## src/rtl/output_buffer.sv

```systemverilog
// rtl/output_buffer.sv - collects NSINK framed batches from a sink stream and replays them on NSINK parallel buses
// Single-buffered: sink_ready drops while the stored run is replayed.
module output_buffer #(
  parameter int NSINK  = 4,
  parameter int WIDTH  = 16,
  parameter int LENGTH = 8
) (
  input  logic                    clk,
  input  logic                    reset,
  input  logic                    sink_valid,
  input  logic                    sink_sop,
  input  logic                    sink_eop,
  input  logic signed [WIDTH-1:0] sink_data,
  output logic                    sink_ready,
  output logic                    sink_error,
  output logic                    source_start,
  output logic                    source_valid,
  output logic signed [WIDTH-1:0] source_data [0:NSINK-1]
);

  localparam int BW = (NSINK > 1) ? $clog2(NSINK) : 1;
  localparam int AW = (LENGTH > 1) ? $clog2(LENGTH) : 1;
  localparam logic [BW-1:0] B_LAST = BW'(NSINK - 1);
  localparam logic [AW-1:0] A_LAST = AW'(LENGTH - 1);
  localparam logic [BW-1:0] B_ONE  = BW'(1);
  localparam logic [AW-1:0] A_ONE  = AW'(1);

  typedef enum logic [1:0] {IDLE, FILL, DRAIN} state_t;

  state_t                  state_q, state_d;
  logic [BW-1:0]           b_q, b_d;
  logic [AW-1:0]           a_q, a_d;
  logic                    ready_q, ready_d;
  logic                    error_q, error_d;
  logic                    start_q, start_d;
  logic                    valid_q, valid_d;
  logic signed [WIDTH-1:0] data_q [0:NSINK-1];
  logic signed [WIDTH-1:0] data_d [0:NSINK-1];

  logic                    accept;
  logic                    restart;
  logic [BW-1:0]           eff_b;
  logic [AW-1:0]           eff_a;
  logic                    wr_en;
  logic [BW+AW-1:0]        wr_idx;

  // Address is {bank, entry}, so the array is padded to a power of two.
  logic signed [WIDTH-1:0] mem [0:(1 << (BW + AW)) - 1];

  always_comb begin
    state_d = state_q;
    b_d     = b_q;
    a_d     = a_q;
    ready_d = ready_q;
    error_d = 1'b0;
    start_d = 1'b0;
    valid_d = valid_q;
    data_d  = data_q;
    wr_en   = 1'b0;
    wr_idx  = {b_q, a_q};
    accept  = sink_valid && ready_q;
    restart = (state_q == FILL) && sink_sop && (a_q != '0);
    eff_b   = restart ? '0 : b_q;
    eff_a   = restart ? '0 : a_q;

    case (state_q)
      IDLE, FILL: begin
        if (accept && (sink_sop || state_q == FILL)) begin
          if ((!sink_sop && a_q == '0) || (sink_eop != (eff_a == A_LAST))) begin
            error_d = 1'b1;
            state_d = IDLE;
            b_d     = '0;
            a_d     = '0;
          end else begin
            // A misplaced sop still counts as the first entry of a fresh run.
            error_d = restart;
            wr_en   = 1'b1;
            wr_idx  = {eff_b, eff_a};
            state_d = FILL;
            if (eff_a == A_LAST) begin
              a_d = '0;
              if (eff_b == B_LAST) begin
                b_d     = '0;
                state_d = DRAIN;
                ready_d = 1'b0;
                start_d = 1'b1;
              end else begin
                b_d = eff_b + B_ONE;
              end
            end else begin
              a_d = eff_a + A_ONE;
              b_d = eff_b;
            end
          end
        end
      end
      DRAIN: begin
        // a wraps back to 0 after the last entry; start_q marks the first read.
        if (start_q || a_q != '0) begin
          valid_d = 1'b1;
          for (int i = 0; i < NSINK; i++) begin
            data_d[i] = mem[{BW'(i), a_q}];
          end
          a_d = (a_q == A_LAST) ? '0 : a_q + A_ONE;
        end else begin
          valid_d = 1'b0;
          ready_d = 1'b1;
          state_d = IDLE;
        end
      end
      default: begin
        state_d = IDLE;
      end
    endcase
  end

  always_ff @(posedge clk) begin
    if (wr_en) begin
      mem[wr_idx] <= sink_data;
    end
  end

  always_ff @(posedge clk) begin
    if (reset) begin
      state_q <= IDLE;
      b_q     <= '0;
      a_q     <= '0;
      ready_q <= 1'b1;
      error_q <= 1'b0;
      start_q <= 1'b0;
      valid_q <= 1'b0;
      for (int i = 0; i < NSINK; i++) begin
        data_q[i] <= '0;
      end
    end else begin
      state_q <= state_d;
      b_q     <= b_d;
      a_q     <= a_d;
      ready_q <= ready_d;
      error_q <= error_d;
      start_q <= start_d;
      valid_q <= valid_d;
      data_q  <= data_d;
    end
  end

  assign sink_ready   = ready_q;
  assign sink_error   = error_q;
  assign source_start = start_q;
  assign source_valid = valid_q;
  assign source_data  = data_q;

endmodule

```

## config.mk

```make
export PLATFORM = sky130hd
export DESIGN_NAME = output_buffer
export DESIGN_NICKNAME = d
export VERILOG_FILES = /design/src/rtl/output_buffer.sv
export SDC_FILE = /design/constraint.sdc
export NUM_CORES = 1
export LEC_CHECK = 0
export ABC_AREA = 1
export BUFFER_PORTS_ARGS = -buffer_cell sky130_fd_sc_hd__buf_2
export CAP_MARGIN = 25
export CORE_ASPECT_RATIO = 0.7
export CORE_UTILIZATION = 55
export CTS_CLUSTER_SIZE = 14
export DETAILED_ROUTE_END_ITERATION = 8
export HOLD_SLACK_MARGIN = 0.06
export PLACE_DENSITY_LB_ADDON = 0.2
export SLEW_MARGIN = 0
export SYNTH_ARGS = -nofsm -noshare
export SYNTH_HDL_FRONTEND = slang
export SYNTH_SLANG_ARGS = --single-unit
```

## constraint.sdc

```tcl
create_clock -name clk -period 3.9 [get_ports clk]
set_input_delay 0.585 -clock clk [delete_from_list [all_inputs] [get_ports clk]]
set_output_delay 0.585 -clock clk [all_outputs]
set_load 0.01 [all_outputs]
```

# Yosys cells after proc, flatten, opt, wreduce, memory -nomap -nowiden
# Memory sizes are Yosys's and may differ from the RTL's. A register that Yosys moved wholly into a read port is not among the register bits.
# Cells that the tools add are included.
[op_classes]
eq_ne = 12
div_mod_pow = 0
n_mul = 0
bitwise = 3
reduce_logical = 21
n_shift = 0
n_mux = 34
order_cmp = 0
add_sub_neg = 3
[ops]
columns = ["cell", "count"]
rows = [
  ["2-bit two-way mux", 9],
  ["3-bit two-way mux", 6],
  ["5-bit two-way mux", 3],
  ["1-bit two-way mux", 13],
  ["2-bit inequality test (second input constant)", 6],
  ["3-bit by 1-bit adder with 3-bit output (second input constant)", 2],
  ["3-bit == test (second input constant)", 2],
  ["3-bit one-hot mux with 2 select lines", 1],
  ["2-bit AND reduction", 3],
  ["6-bit AND reduction", 1],
  ["1-bit logical AND", 5],
  ["5-bit OR reduction", 1],
  ["2-bit == test (second input constant)", 2],
  ["2-bit one-hot mux with 2 select lines", 1],
  ["3-bit zero test", 1],
  ["1-bit logical OR", 3],
  ["1-bit NOT", 3],
  ["3-bit AND reduction", 1],
  ["3-bit nonzero test", 1],
  ["3-bit OR reduction", 1],
  ["2-bit by 1-bit adder with 2-bit output (second input constant)", 1],
  ["2-bit by 1-bit == test with 1-bit output (second input constant)", 1],
  ["2-bit zero test", 1],
  ["1-bit one-hot mux with 2 select lines", 1],
  ["other kinds (4)", 4],
]
[word_totals]
wordCells = 81
latch_bits = 0
in_bits = 21
ram_bits = 512
mem_count = 1
romBits = 0
regBits = 11
output_inout_bits = 68
[memory_table]
columns = ["name", "depth", "width", "read_ports", "rd_clocked_by_memory_dff", "write_ports", "line_no", "source"]
rows = [
  ["mem", 32, 16, 4, 4, 1, "48", "logic signed [WIDTH-1:0] mem [0:(1 << (BW + AW)) - 1];"],
]

# Logic depth before layout (Yosys ltp)
[logic_depth]
ltp_word = 12
ltp_mapped = 19
mapped_depth_nobuf = 16

# Least setup slack after synthesis
# OpenSTA, ideal clock, no wires.
[synth_path]
kind = "reg2reg"
start = "register a_q[0]"
end = "memory mem[16][0], enable pin"
arrival_time_ps = 3155
slack_ps = 356
path_buffers = 3
t_required_ps = 3512
path_stages_with_launch = 19
path_cell_list = "dfxtp_1 buf_4 inv_4 buf_6 buf_6 ha_1 nand2_1 nand3_1 nand2_1 inv_1 ha_1 ha_1 inv_1 nand2_1 nand2_1 nand3_2 nor2_1 o21ai_2 nor2_1"
[synth_between]
elab_chain_len = 11
word_cells_on_any_way = 17
[synth_lines]
columns = ["element", "line_no", "source"]
rows = [
  ["from (decl)", "32", "logic [AW-1:0] a_q, a_d;"],
  ["from (signal assigned)", "127", "a_q <= '0;"],
  ["from (signal assigned)", "138", "a_q <= a_d;"],
  ["3-bit nonzero test", "62", "restart = (state_q == FILL) && sink_sop && (a_q != '0);"],
  ["1-bit logical AND", "62", ""],
  ["3-bit two-way mux", "64", "eff_a = restart ? '0 : a_q;"],
  ["3-bit == test", "69", "if ((!sink_sop && a_q == '0) || (sink_eop != (eff_a == A_LAST))) begin"],
  ["1-bit inequality test", "69", ""],
  ["1-bit logical OR", "69", ""],
  ["1-bit two-way mux", "69", ""],
  ["1-bit two-way mux", "68", "if (accept && (sink_sop || state_q == FILL)) begin"],
  ["1-bit two-way mux", "66", "case (state_q)"],
  ["1-bit two-way mux", "118", "if (wr_en) begin"],
  ["1-bit two-way mux (implied by the code)", "119", "mem[wr_idx] <= sink_data;"],
  ["to (decl)", "48", ""],
]
# Several ways; a longest one is shown, not always the timed one.

# Worst setup path in the final report
[layout_path]
start = "register state_q[0]"
end = "memory mem[24][1], enable pin"
[layout_between]
elab_chain_len = 12
word_cells_on_any_way = 20
[layout_lines]
columns = ["element", "line_no", "source"]
rows = [
  ["from (decl)", "30", "state_t state_q, state_d;"],
  ["from (signal assigned)", "136", "state_q <= state_d;"],
  ["2-bit by 1-bit == test with 1-bit output", "62, 66, 68", ""],
  ["1-bit logical AND (2 in a row)", "62", ""],
  ["3-bit two-way mux", "64", ""],
  ["3-bit == test", "69", ""],
  ["1-bit inequality test", "69", ""],
  ["1-bit logical OR", "69", ""],
  ["1-bit two-way mux", "69", ""],
  ["1-bit two-way mux", "68", ""],
  ["1-bit two-way mux", "66", ""],
  ["1-bit two-way mux", "118", ""],
  ["1-bit two-way mux (implied by the code)", "119", ""],
]
# Several ways; a longest one is shown, not always the timed one.

==> metrics.yaml <==
path_buf_inv: 4
drt_first_iter_violations: 1891
drc_errors: 0
grt_pass1_wl_mm: 87.9
drt-vias-per-instance: 5.43
wire_per_inst_um: 19.6
syn_area_sq_um: 24200
floorplan.core_area_sq_um: 42800
final.min_clock_period_ps: 3470
port_buffers: 88
first_global_vias: 15082
h-tree-depth: 2
worst_setup_path_end_kind: "register"
synth_cells: 2203
tcrit_tclk_final: 0.889
final-max-slew-violation-count: 0
yosys_warnings: 0
grt_max_degree: 110
hold_viol: 0
dp_slack_ps: 474
critical_path.max_stage_delay_ps: 450
maxClockFrequency_ghz: 0.288
cts-root-buf: "sky130_fd_sc_hd__clkbuf_16"
ios: 89
synthesis.area_per_instance_sq_um: 11.0
floorplan.rows: 63
first_pass_iters: 5
cts.clk_slew.worst_paths_ps: 60
cts_resized: 0
initial_core_util: 0.564
fin_skew_ps: 21.6
groute.usage.overall: 0.260
postLayoutCoreUtil: 0.631
grt.overflow.total: 0
slew_headroom: 0.313
maximum_root_to_sink_buffer_count: 3
dp_hpwl_mm: 32.9
clock_sink_count: 587
crit_family: "simple AND/OR/NAND/NOR gates"
die_width_um: 252
cts_setup_buffers: 0
final.setup.tns_ps: 0
initial_antenna_violation_count: 0
timing.critical_path.from_type: "register"
cts-buffers-inserted: 55
layout.nets: 2307
post_synth_num_cell_types: 30
min-delay-path-class: "input pin to register"
cp_data_required_time_ps: 4160
worst-slew-pin-transition_ps: 1030
status: "finished clean"
layout.filler_cells: 3339
crit_slowest_cell: "sky130_fd_sc_hd__dfxtp_1"
yosysSeqAreaShare: 0.699
setup_violations: 0
syn2layout_area_growth_pct: 11.7
path_cells: "inv_1 > nor2_1 > nand3_1 > nand2_1 > inv_1 > ha_1 > ha_1 > inv_1 > nand2_1 > nand2_1 > nand3_2 > nor2_1 > o21ai_2 > nor2_1 > buf_4"
cap_violations: 0
grt_setup_unrepaired: "false"
final_ws_setup_ps: 433
design.die.area_sq_um: 44800
cts_tree: "done"
gp_congestion: 0.857
vias: 15782
synth.ff_latch_count: 587
power_density_nw_per_um2: 476
worst_skew_pair.late_latency_ps: 590
ant_nets: 0
worst-endpoint-arrival_ps: 3730
syn_nets: 2230
cts.hold.buffers_added: 0
leakagePower_nw: 10.8
drt_wl_total_mm: 57.0
critical_path_class: "register to register"
floorplan.die.height_um: 177
vdd.ir_drop.worst_mv: 0.353
crit_fanout: 13
drive_above_1_share: 0.103
[state kept, by name, summed over array words and instances (netlist names)]
signal / count
a_q: 3
b_q: 2
mem: 512
sink_error: 1
sink_ready: 1
source_data: 64
source_start: 1
source_valid: 1
state_q: 2
[layer usage]
metal  track usage  up-vias  part of all wire  routed length, um
met5             0        -                 0                  0
met4        0.0601        0             0.017                951
met3        0.0380       76             0.070               4000
met2         0.410      539              0.46              26400
met1         0.385     7634              0.45              25700
li1              -     7533                 -                  -
[cells in the mapped netlist]
| master | number | area, sq um |
|---|---|---|
| sky130_fd_sc_hd__nor2_4 | 3 | 33.8 |
| sky130_fd_sc_hd__nor3_2 | 1 | 10.0 |
| sky130_fd_sc_hd__nand2_1 | 539 | 2020 |
| sky130_fd_sc_hd__nor2_1 | 303 | 1140 |
| sky130_fd_sc_hd__o21ai_1 | 1 | 5.00 |
| sky130_fd_sc_hd__or2_2 | 1 | 6.26 |
| sky130_fd_sc_hd__a21oi_1 | 7 | 35.0 |
| sky130_fd_sc_hd__inv_1 | 273 | 1020 |
| sky130_fd_sc_hd__o21ai_0 | 67 | 335 |
| sky130_fd_sc_hd__o21ai_2 | 2 | 17.5 |
| sky130_fd_sc_hd__nand2_2 | 4 | 25.0 |
| sky130_fd_sc_hd__a21boi_0 | 2 | 15.0 |
| sky130_fd_sc_hd__buf_1 | 8 | 30.0 |
| sky130_fd_sc_hd__nand3_1 | 77 | 385 |
| sky130_fd_sc_hd__buf_2 | 76 | 380 |
| sky130_fd_sc_hd__buf_6 | 3 | 33.8 |
| sky130_fd_sc_hd__dfxtp_1 | 75 | 1500 |
| sky130_fd_sc_hd__edfxtp_1 | 512 | 15400 |
| sky130_fd_sc_hd__a21o_1 | 1 | 7.51 |
| sky130_fd_sc_hd__inv_4 | 1 | 6.26 |
| sky130_fd_sc_hd__inv_2 | 3 | 11.3 |
| sky130_fd_sc_hd__nand3_2 | 1 | 10.0 |
| sky130_fd_sc_hd__o211ai_1 | 193 | 1450 |
| sky130_fd_sc_hd__o31ai_1 | 1 | 7.51 |
| sky130_fd_sc_hd__ha_1 | 6 | 75.1 |
| sky130_fd_sc_hd__clkbuf_1 | 26 | 97.6 |
| sky130_fd_sc_hd__nor3_1 | 2 | 10.0 |
| sky130_fd_sc_hd__o22ai_1 | 1 | 6.26 |
| sky130_fd_sc_hd__nor2_2 | 4 | 25.0 |
| sky130_fd_sc_hd__buf_4 | 10 | 75.1 |
[power breakdown]
| group | switching, mW | internal, mW | total (mW) |
|---|---|---|---|
| combinational | 0.588 | 0.199 | 0.787 |
| clock | 2.24 | 2.97 | 5.21 |
| sequential | 0.00619 | 6.83 | 6.84 |
| total | 2.83 | 10.0 | 12.8 |
[worst min-delay path: stages]
cell and delay [ps]:
sky130_fd_sc_hd__buf_2 80, sky130_fd_sc_hd__nand2_1 80, sky130_fd_sc_hd__nand2_1 80, sky130_fd_sc_hd__a21oi_1 60
[metrics by stage]
step / power (mW) / cell area, sq um / hold WS (ps) / cells
floorplan: 7.45 / 24200 / 472 / 2203
global placement: 7.73 / 25100 / 474 / 2803
detailed placement: 7.74 / 25200 / 492 / 2805
CTS: 12.9 / 26900 / 343 / 2905
global route: 13.2 / 27000 / 360 / 2908
finish: 12.8 / 27000 / 362 / 2909
[kinds of logic after synthesis]
group                      share of synthesized area
and+or+nand+nor                                0.152
DFF                                            0.699
buffers and inverters                         0.0687
AOI/OAI and AO/OA                             0.0778
adders and majority gates                    0.00311
[area by class of cell]
cell class	instances	area, sq um	share of cell area
Sequential cell	587	16900	0.626
Multi-Input combinational cell	1216	5620	0.208
Clock buffer	67	1420	0.0527
Inverter	277	1050	0.0389
Timing Repair Buffer	143	978	0.0363
Tap cell	585	732	0.0271
Clock inverter	33	302	0.0112
Antenna cell	1	2.50	0.0000927
[final timing paths]
check / from / depth (start not counted) / slack, ps / to
max: state_q[0]$_SDFFE_PP0P_ / 15 / 430 / mem[24][1]$_DFFE_PP_
min: sink_valid / 4 / 360 / state_q[0]$_SDFFE_PP0P_
max reg2reg: state_q[0]$_SDFFE_PP0P_ / 15 / 430 / mem[24][1]$_DFFE_PP_
min reg2reg: source_valid$_SDFFE_PP0P_ / 2 / 510 / source_valid$_SDFFE_PP0P_
[placed cells by master (no fill, tap or decap), types with 2 or more instances in the layout]
cell type and count:
sky130_fd_sc_hd__nand2_1 539, sky130_fd_sc_hd__edfxtp_1 512, sky130_fd_sc_hd__nor2_1 303, sky130_fd_sc_hd__inv_1 272
sky130_fd_sc_hd__o211ai_1 193, sky130_fd_sc_hd__buf_2 88, sky130_fd_sc_hd__nand3_1 77, sky130_fd_sc_hd__dfxtp_1 72
sky130_fd_sc_hd__o21ai_0 67, sky130_fd_sc_hd__clkbuf_16 55, sky130_fd_sc_hd__buf_4 48, sky130_fd_sc_hd__clkinv_1 16
sky130_fd_sc_hd__clkbuf_1 12, sky130_fd_sc_hd__clkinv_2 9, sky130_fd_sc_hd__a21oi_1 7, sky130_fd_sc_hd__ha_1 6
sky130_fd_sc_hd__bufinv_16 6, sky130_fd_sc_hd__buf_16 5, sky130_fd_sc_hd__nor2_2 4, sky130_fd_sc_hd__nand2_2 4
sky130_fd_sc_hd__inv_2 3, sky130_fd_sc_hd__nor2_4 3, sky130_fd_sc_hd__a21boi_0 2, sky130_fd_sc_hd__nor3_1 2
sky130_fd_sc_hd__o21ai_2 2, sky130_fd_sc_hd__dfxtp_4 2, sky130_fd_sc_hd__buf_12 2
Power figures use the tool's default switching activity.
